### src/rtl/console_uart_tx.sv
`default_nettype none
// +-----------------------------------------------------------------------------+
// | Module  : console_uart_tx                                                   |
// | Brief   : Byte FIFO plus 8N1 UART serializer for the bbq console stream.     |
// | Revision: 1.0 - initial release                                             |
// +-----------------------------------------------------------------------------+
module console_uart_tx #(
  parameter int XLEN         = 32,
  parameter int CLKS_PER_BIT = 868,
  parameter int FIFO_DEPTH   = 16
) (
  input  logic            clk,
  input  logic            reset,
  input  logic            console_we,
  input  logic [XLEN-1:0] console_wdata,
  output logic            tx,
  output logic            busy,
  output logic            fifo_full,
  output logic            overflow,
  output logic [7:0]      drop_count
);

  localparam int c_AW = (FIFO_DEPTH > 1) ? $clog2(FIFO_DEPTH) : 1;
  localparam int c_CW = c_AW + 1;
  localparam int c_BW = (CLKS_PER_BIT > 1) ? $clog2(CLKS_PER_BIT) : 1;
  localparam logic [c_CW-1:0] c_FULL      = c_CW'(FIFO_DEPTH);
  localparam logic [c_BW-1:0] c_BAUD_LAST = c_BW'(CLKS_PER_BIT - 1);

  typedef enum logic [1:0] {
    ST_IDLE  = 2'd0,
    ST_START = 2'd1,
    ST_DATA  = 2'd2,
    ST_STOP  = 2'd3
  } state_t;

  // FIFO storage and bookkeeping
  logic [7:0]      r_mem [FIFO_DEPTH];
  logic [c_AW-1:0] r_wr_ptr;
  logic [c_AW-1:0] r_rd_ptr;
  logic [c_CW-1:0] r_count;
  logic            r_overflow;
  logic [7:0]      r_drop_count;

  // Serializer state
  state_t          r_state;
  state_t          w_state_nxt;
  logic [c_BW-1:0] r_baud;
  logic [c_BW-1:0] w_baud_nxt;
  logic [2:0]      r_bit_idx;
  logic [2:0]      w_bit_nxt;
  logic [7:0]      r_shift;
  logic [7:0]      w_shift_nxt;
  logic            r_tx;
  logic            w_tx_nxt;

  logic            w_empty;
  logic            w_full;
  logic            w_wrap;
  logic            w_pop;
  logic            w_push;
  logic            w_drop;
  logic [7:0]      w_head;

  generate
    if (XLEN > 8) begin : g_unused_hi
      logic w_unused_wdata;
      assign w_unused_wdata = ^console_wdata[XLEN-1:8];
    end
  endgenerate

  assign w_empty = (r_count == '0);
  assign w_full  = (r_count == c_FULL);
  assign w_wrap  = (r_baud == c_BAUD_LAST);
  assign w_head  = r_mem[r_rd_ptr];

  // A full FIFO still accepts a write when the serializer pops at the same edge.
  assign w_push  = console_we & (~w_full | w_pop);
  assign w_drop  = console_we & w_full & ~w_pop;

  always_ff @(posedge clk) begin
    if (w_push) begin
      r_mem[r_wr_ptr] <= console_wdata[7:0];
    end
  end

  always_ff @(posedge clk or negedge reset) begin
    if (!reset) begin
      r_wr_ptr     <= '0;
      r_rd_ptr     <= '0;
      r_count      <= '0;
      r_overflow   <= 1'b0;
      r_drop_count <= 8'd0;
    end else begin
      if (w_push) begin
        r_wr_ptr <= r_wr_ptr + 1'b1;
      end
      if (w_pop) begin
        r_rd_ptr <= r_rd_ptr + 1'b1;
      end
      case ({w_push, w_pop})
        2'b10:   r_count <= r_count + 1'b1;
        2'b01:   r_count <= r_count - 1'b1;
        default: r_count <= r_count;
      endcase
      if (w_drop) begin
        r_overflow <= 1'b1;
        if (r_drop_count != 8'hFF) begin
          r_drop_count <= r_drop_count + 8'd1;
        end
      end
    end
  end

  always_ff @(posedge clk or negedge reset) begin
    if (!reset) begin
      r_state   <= ST_IDLE;
      r_baud    <= '0;
      r_bit_idx <= 3'd0;
      r_shift   <= 8'd0;
      r_tx      <= 1'b1;
    end else begin
      r_state   <= w_state_nxt;
      r_baud    <= w_baud_nxt;
      r_bit_idx <= w_bit_nxt;
      r_shift   <= w_shift_nxt;
      r_tx      <= w_tx_nxt;
    end
  end

  always_comb begin
    w_state_nxt = r_state;
    w_baud_nxt  = r_baud;
    w_bit_nxt   = r_bit_idx;
    w_shift_nxt = r_shift;
    w_tx_nxt    = r_tx;
    w_pop       = 1'b0;
    case (r_state)
      ST_IDLE: begin
        w_baud_nxt = '0;
        w_tx_nxt   = 1'b1;
        if (!w_empty) begin
          w_pop       = 1'b1;
          w_shift_nxt = w_head;
          w_tx_nxt    = 1'b0;
          w_state_nxt = ST_START;
        end
      end
      ST_START: begin
        if (w_wrap) begin
          w_baud_nxt  = '0;
          w_tx_nxt    = r_shift[0];
          w_bit_nxt   = 3'd0;
          w_state_nxt = ST_DATA;
        end else begin
          w_baud_nxt = r_baud + 1'b1;
        end
      end
      ST_DATA: begin
        if (w_wrap) begin
          w_baud_nxt = '0;
          if (r_bit_idx == 3'd7) begin
            w_tx_nxt    = 1'b1;
            w_state_nxt = ST_STOP;
          end else begin
            w_shift_nxt = {1'b0, r_shift[7:1]};
            w_tx_nxt    = r_shift[1];
            w_bit_nxt   = r_bit_idx + 3'd1;
          end
        end else begin
          w_baud_nxt = r_baud + 1'b1;
        end
      end
      ST_STOP: begin
        if (w_wrap) begin
          w_baud_nxt = '0;
          // Chain straight into the next start bit so queued bytes leave no idle gap.
          if (!w_empty) begin
            w_pop       = 1'b1;
            w_shift_nxt = w_head;
            w_tx_nxt    = 1'b0;
            w_state_nxt = ST_START;
          end else begin
            w_state_nxt = ST_IDLE;
          end
        end else begin
          w_baud_nxt = r_baud + 1'b1;
        end
      end
      default: begin
        w_baud_nxt  = '0;
        w_tx_nxt    = 1'b1;
        w_state_nxt = ST_IDLE;
      end
    endcase
  end

  assign tx         = r_tx;
  assign busy       = (r_state != ST_IDLE) | ~w_empty;
  assign fifo_full  = w_full;
  assign overflow   = r_overflow;
  assign drop_count = r_drop_count;

endmodule
`default_nettype wire

### config.mk
export PLATFORM = sky130hd
export DESIGN_NAME = console_uart_tx
export DESIGN_NICKNAME = d
export VERILOG_FILES = /design/src/rtl/console_uart_tx.sv
export SDC_FILE = /design/constraint.sdc
export NUM_CORES = 1
export LEC_CHECK = 0
export ABC_AREA = 1
export CORE_MARGIN = 1.5
export CORE_UTILIZATION = 40
export DETAILED_ROUTE_END_ITERATION = 16
export PLACE_DENSITY = 0.68
export SYNTH_ARGS = -nofsm -noshare
export SYNTH_HDL_FRONTEND = slang
export SYNTH_SLANG_ARGS = --single-unit
### constraint.sdc
create_clock -name clk -period 5.1 [get_ports clk]
set_input_delay 0.51 -clock clk [delete_from_list [all_inputs] [get_ports clk]]
set_output_delay 0.51 -clock clk [all_outputs]
set_load 0.005 [all_outputs]
Word-level counts from Yosys, hierarchy flattened
Memory sizes are Yosys's and may differ from the RTL's.
Index checks and enable logic that the tools add are counted.
- reduce and logical (&&, ||, !) cells: 12
- multiplexer cells: 31
- bitwise gates (word level): 8
- add/subtract/negate cells: 7
- equal/unequal tests: 16
- operators by type and width (cell ; count):
    8-bit two-way mux ; 4
    8-bit one-hot mux with 3 select lines ; 1
    10-bit one-hot mux with 2 select lines ; 1
    2-bit inequality test (second input constant) ; 7
    4-bit AND reduction ; 3
    1-bit two-way mux ; 11
    10-bit by 1-bit adder with 10-bit output (second input constant) ; 1
    10-bit equality test (second input constant) ; 1
    10-bit two-way mux ; 1
    2-bit two-way mux ; 5
    5-bit one-hot mux with 2 select lines ; 1
    3-bit two-way mux ; 3
    4-bit by 1-bit adder with 4-bit output (second input constant) ; 2
    8-bit by 1-bit adder with 8-bit output (second input constant) ; 1
    8-bit inequality test (second input constant) ; 1
    2-bit one-hot mux with 4 select lines ; 1
    2-bit equality test (second input constant) ; 3
    3-bit one-hot mux with 2 select lines ; 1
    2-bit nonzero test ; 3
    5-bit by 1-bit adder with 5-bit output (second input constant) ; 1
    5-bit equality test (second input constant) ; 1
    5-bit zero test ; 1
    5-bit AND reduction ; 1
    5-bit by 1-bit subtractor with 5-bit output (second input constant) ; 1
    other kinds (12) ; 18
- word-level logic and storage cells: 85
- input bits: 35
- register bits: 46
- RAM bits: 128
- memories: 1
- output and inout bits: 12
- memories (memory ; depth ; width ; read ports ; clocked after memory_dff ; wr ports ; line ; RTL):
    r_mem ; 16 ; 8 ; 1 ; 0 ; 1 ; 37 ; logic [7:0] r_mem [FIFO_DEPTH];

Longest topological paths before layout
- depth in word-level cells: 8
- depth in mapped cells: 19
- mapped depth without buffers: 19

Least setup slack after synthesis
Ideal clock, no wire load.
- path type: register -> register
- start: register r_baud[0]
- end: memory r_mem[11][0] (enable)
- slack: 2.903 ns
- library setup time: 0.370 ns
- buffers on the path: 0
- data required time: 4.730 ns
- arrival time: 1.826 ns
- clock period less this slack: 2.197 ns
- cell stages (with the launch flop): 12
- cell sequence: dfrtp_1 -> ha_1 -> nand3_1 -> nor2_4 -> nand2_2 -> nand2_4 -> nand2_4 -> nand2_4 -> nand2_2 -> clkinv_2 -> nand2_1 -> nor2_1
- cells in the longest elaborated chain, start to end: 7
- RTL lines (element ; line ; RTL):
    start: declaration ; 47 ; logic [c_BW-1:0] r_baud;
    start signal: assignment ; 123 ; r_baud <= w_baud_nxt;
    10-bit equality test ; 73 ; assign w_wrap = (r_baud == c_BAUD_LAST);
    1-bit two-way mux ; 174 ; if (w_wrap) begin
    1-bit one-hot mux with 2 select lines ; 137 ; case (r_state)
    1-bit OR ; 77 ; assign w_push = console_we & (~w_full | w_pop);
    1-bit AND ; 77 ;
    1-bit two-way mux ; 81 ; if (w_push) begin
    1-bit two-way mux (not written as such) ; 82 ; r_mem[r_wr_ptr] <= console_wdata[7:0];
    end: declaration ; 37 ;
No other way between the ends.

Worst setup path in the final report
- start: register r_baud[0]
- end: memory r_mem[7][5] (enable)
The elaborated chain is that of the path after synthesis.

==> run summary <==
The post-CTS repair timing setup buffer count was 0. The most used flip-flop cell after synthesis is sky130_fd_sc_hd__edfxtp_1. The maximum root-to-sink buffer count came out at 2. The boundary pin count was 47. Synthesis instantiated 40 different standard cells from the library. Setup violations remaining at the end of the flow were counted as 0. After routing, the total negative slack on setup checks comes to 0 ns. The number of antenna cells inserted was 0. For this run, design rule violations remaining after detail routing come to 0. In this run the cell area of the synthesized design comes to 7510 sq um.

Dividing the detail-routed wire length by the instance count gives 17.7 um. The run gives 0.00889 ns as the worst clock skew on the final layout. IR analysis of the VDD net gives a maximum drop of 0.248 mV.

The number of violations reported at the end of detailed-routing iteration 0 is 471. The flow ran to the end, and the final reports show no timing, DRC or antenna violations. The first global-routing pass estimated 26000 um of wire.

In this run the biggest area consumer among cell types represents 51.2% of the synthesized area. Biggest fanout along the worst timing path: 8. After legalization and detailed placement, the total HPWL measured 10100 um. Most common cell after layout, fill and taps aside: sky130_fd_sc_hd__edfxtp_1. The tools report the worst-case headroom to the max-slew limit as 27.1%.

The dominant cell type by count on the critical path was sky130_fd_sc_hd__nand2_4. The max-slew violation count was 0. The buffer cell driving the clock tree root was sky130_fd_sc_hd__clkbuf_16. Clock transition time at the flip-flop clock pins of the worst setup and hold paths: 0.06 ns.

The number of rows in the core area was 49. The start point of the critical path is r_baud[0]. The via count of the first global-routing pass is 4977. TritonCTS built the clock tree.

After layout, the minimum clock period comes to 2.71 ns. The post-detailed-route via-to-cell ratio was 5.49; the slew at the pin with the worst max-slew slack was 1.09 ns. The filler cells instantiated in the layout total 1532. The count of synthesis-stage warnings from yosys is 0. Wires add up to 16100 um. The area taken by flip-flops and latches is 5000 sq um, and the number of flops mapped to enable cells by yosys is 128. Counting every net in the synthesized netlist gives 697. Clock latency on the worst-skew pair, taken at its later pin, is 0.42 ns. The launch instance of the worst register-to-register path was r_baud[0]. The cell family contributing the most delay on the critical path is simple AND/OR/NAND/NOR gates. The TritonCTS buffer count is 17, and the hold buffer count at cts is 0. For the clock sink count, the log shows 174. In the global route stage, overall resource usage came out at 17.3%. The pre-antenna-repair detailed-routing pass consisted of 5 iterations.

Leaving out fill and tap cells, the most frequent cells in the layout are 128 x sky130_fd_sc_hd__edfxtp_1, 100 x sky130_fd_sc_hd__nor2_1, 80 x sky130_fd_sc_hd__o21ai_0. The number of gates resized after CTS was 0. Final hold analysis gives a worst-case slack of 0.294 ns. The critical path buffer and inverter count is 1, and the share of layout cells above drive strength 1 is 9.00%. Setup repair after global routing left no endpoint under its margin.

The quantity of I/O buffers inserted on ports was 22. In this design, the stage delay of the slowest critical-path cell is 0.64 ns. The starting density of the core is 41.2%, and the overall power is 3.44 mW.

For the global placer's final weighted congestion, the log shows 0.899. The die height came out at 140 um. The critical path is of the reg2reg type. After layout, the worst path uses 53.2% of the clock period. The run gives 0 as the hold violation total from the final report.

The final route contains 4983 vias. The final instance count without filler cells is 907, and the register bit total from synthesis is 174. From synthesis to final layout, the design area changed by 13.8%. Summed over all cells, the static leakage comes to 3.16 nW.

The worst setup path is captured at a register. The post-route antenna net violation count was 0; the max-capacitance violation count was 0. The number of antenna violations at the first check in global routing was 0. For the total global routing overflow, the log shows 0. Of the synthesized area, sequential elements account for 66.5%. By area the synthesized netlist is led by sky130_fd_sc_hd__edfxtp_1 51%, sky130_fd_sc_hd__dfrtp_1 15%, sky130_fd_sc_hd__o21ai_0 5.3%.

After technology mapping, the gate count stands at 646. The tools report the data arrival time of the critical path as 2.75 ns. The die covers 19600 sq um. For this design, the slowest cell found on the critical path is sky130_fd_sc_hd__nor2_1. The number of cells in the design after placement came out at 875. Entering global routing, the biggest net connects 66 pins.

The core region is 18200 sq um. At the worst endpoint, the required time is 5.14 ns. The fmax is 369 MHz.

Walking the worst path, the cells encountered are ha_1, nand3_1, nor2_4, nand2_2, nand2_4, nand2_4, nand2_4, nand2_2, clkinv_2, nand2_1, nor2_1. Power spread over the standard cell area amounts to 402 nW/um^2. The net count of the finished layout is 716. After synthesis, the share of flip-flops with an asynchronous set or reset is 26.4%. In this run the horizontal extent of the chip is 140 um.

The tools report the maximum level of the CTS H-tree as 4. STA classifies the critical path startpoint as a register. The min-delay analysis places its worst path in the category in2async. Averaged over all synthesized cells, the footprint is 11.6 sq um. The top cell type by total area after synthesis is sky130_fd_sc_hd__edfxtp_1. The multi-input logic area came out at 2250 sq um.
## cell usage after synthesis (2+ instances only)
cell type,count
sky130_fd_sc_hd__nand2_1,62
sky130_fd_sc_hd__nor3_1,2
sky130_fd_sc_hd__nand3_1,26
sky130_fd_sc_hd__xor2_1,13
sky130_fd_sc_hd__edfxtp_1,128
sky130_fd_sc_hd__inv_1,38
sky130_fd_sc_hd__nor2_1,100
sky130_fd_sc_hd__a32o_1,2
sky130_fd_sc_hd__a21oi_1,14
sky130_fd_sc_hd__o211ai_1,7
sky130_fd_sc_hd__nor2_4,2
sky130_fd_sc_hd__inv_2,3
sky130_fd_sc_hd__o21ai_0,80
sky130_fd_sc_hd__o221ai_1,22
sky130_fd_sc_hd__nand3_2,4
sky130_fd_sc_hd__nor4_1,3
sky130_fd_sc_hd__dfrtp_1,45
sky130_fd_sc_hd__nand4_1,7
sky130_fd_sc_hd__o21ai_1,6
sky130_fd_sc_hd__clkbuf_1,20
sky130_fd_sc_hd__xnor2_1,3
sky130_fd_sc_hd__nand2_4,5
sky130_fd_sc_hd__nor2_2,2
sky130_fd_sc_hd__nor3b_1,2
sky130_fd_sc_hd__o22ai_1,11
sky130_fd_sc_hd__buf_2,6
sky130_fd_sc_hd__nand2_2,5
sky130_fd_sc_hd__ha_1,16
## cell families after synthesis
| kind of cell | after synthesis | synth area share, % |
|---|---|---|
| muxes | 1 | 0.150 |
| buffers and inverters | 69 | 3.57 |
| and+or+nand+nor | 223 | 13.6 |
| xor gates and xnor gates | 16 | 1.87 |
| DFF | 174 | 66.5 |
| AOI/OAI and AO/OA | 147 | 11.6 |
| adders and majority gates | 16 | 2.67 |
## flip-flops by register name (all words and copies together) (netlist names)
name	flops
r_bit_idx	3
r_rd_ptr	4
r_wr_ptr	4
tx	1
drop_count	8
r_shift	8
r_baud	10
r_mem	128
r_state	2
r_count	5
overflow	1
## per-stage QoR
stage,instance area (sq um),utilization (%),setup WS [ns]
after CTS,8540,46.9,2.37
after global routing,8540,46.9,2.15
after detailed placement,7940,43.6,2.39
after floorplan,7510,-,2.90
final,8540,46.9,2.39
after global placement,7940,43.6,2.40
## worst paths after layout
path	to	slack, ns	cells past startpoint
min in group clk	overflow	0.48	1
max in group asynchronous	r_rd_ptr[0]	4.16	1
min	r_baud[0]	0.29	1
max	r_mem[7][5]	2.39	11
min reg2reg	overflow	0.48	1
max reg2reg	r_mem[7][5]	2.39	11
## power breakdown
group / internal, mW / total (mW) / switching, mW
Clock: 0.781 / 1.33 / 0.545
Sequential: 1.67 / 1.74 / 0.0676
Combinational: 0.122 / 0.372 / 0.250
Total: 2.57 / 3.44 / 0.863
## cell type report
| type | instances | area share (%) |
|---|---|---|
| Clock inverter | 14 | 2.08 |
| Clock buffer | 18 | 5.02 |
| Multi-Input combinational cell | 403 | 26.3 |
| Timing Repair Buffer | 26 | 2.87 |
| Inverter | 43 | 1.90 |
| Tap cell | 229 | 3.35 |
| Sequential cell | 174 | 58.5 |
## per-layer routing
layer / global-route usage [%] / part of all wire, % / up-vias
met5: 0 / 0 / -
met4: 6.54 / 2.5 / 0
met3: 3.45 / 5.4 / 30
met1: 22.0 / 43 / 2445
met2: 29.4 / 49 / 160
li1: - / - / 2348
(Power assumes the default switching activity.)
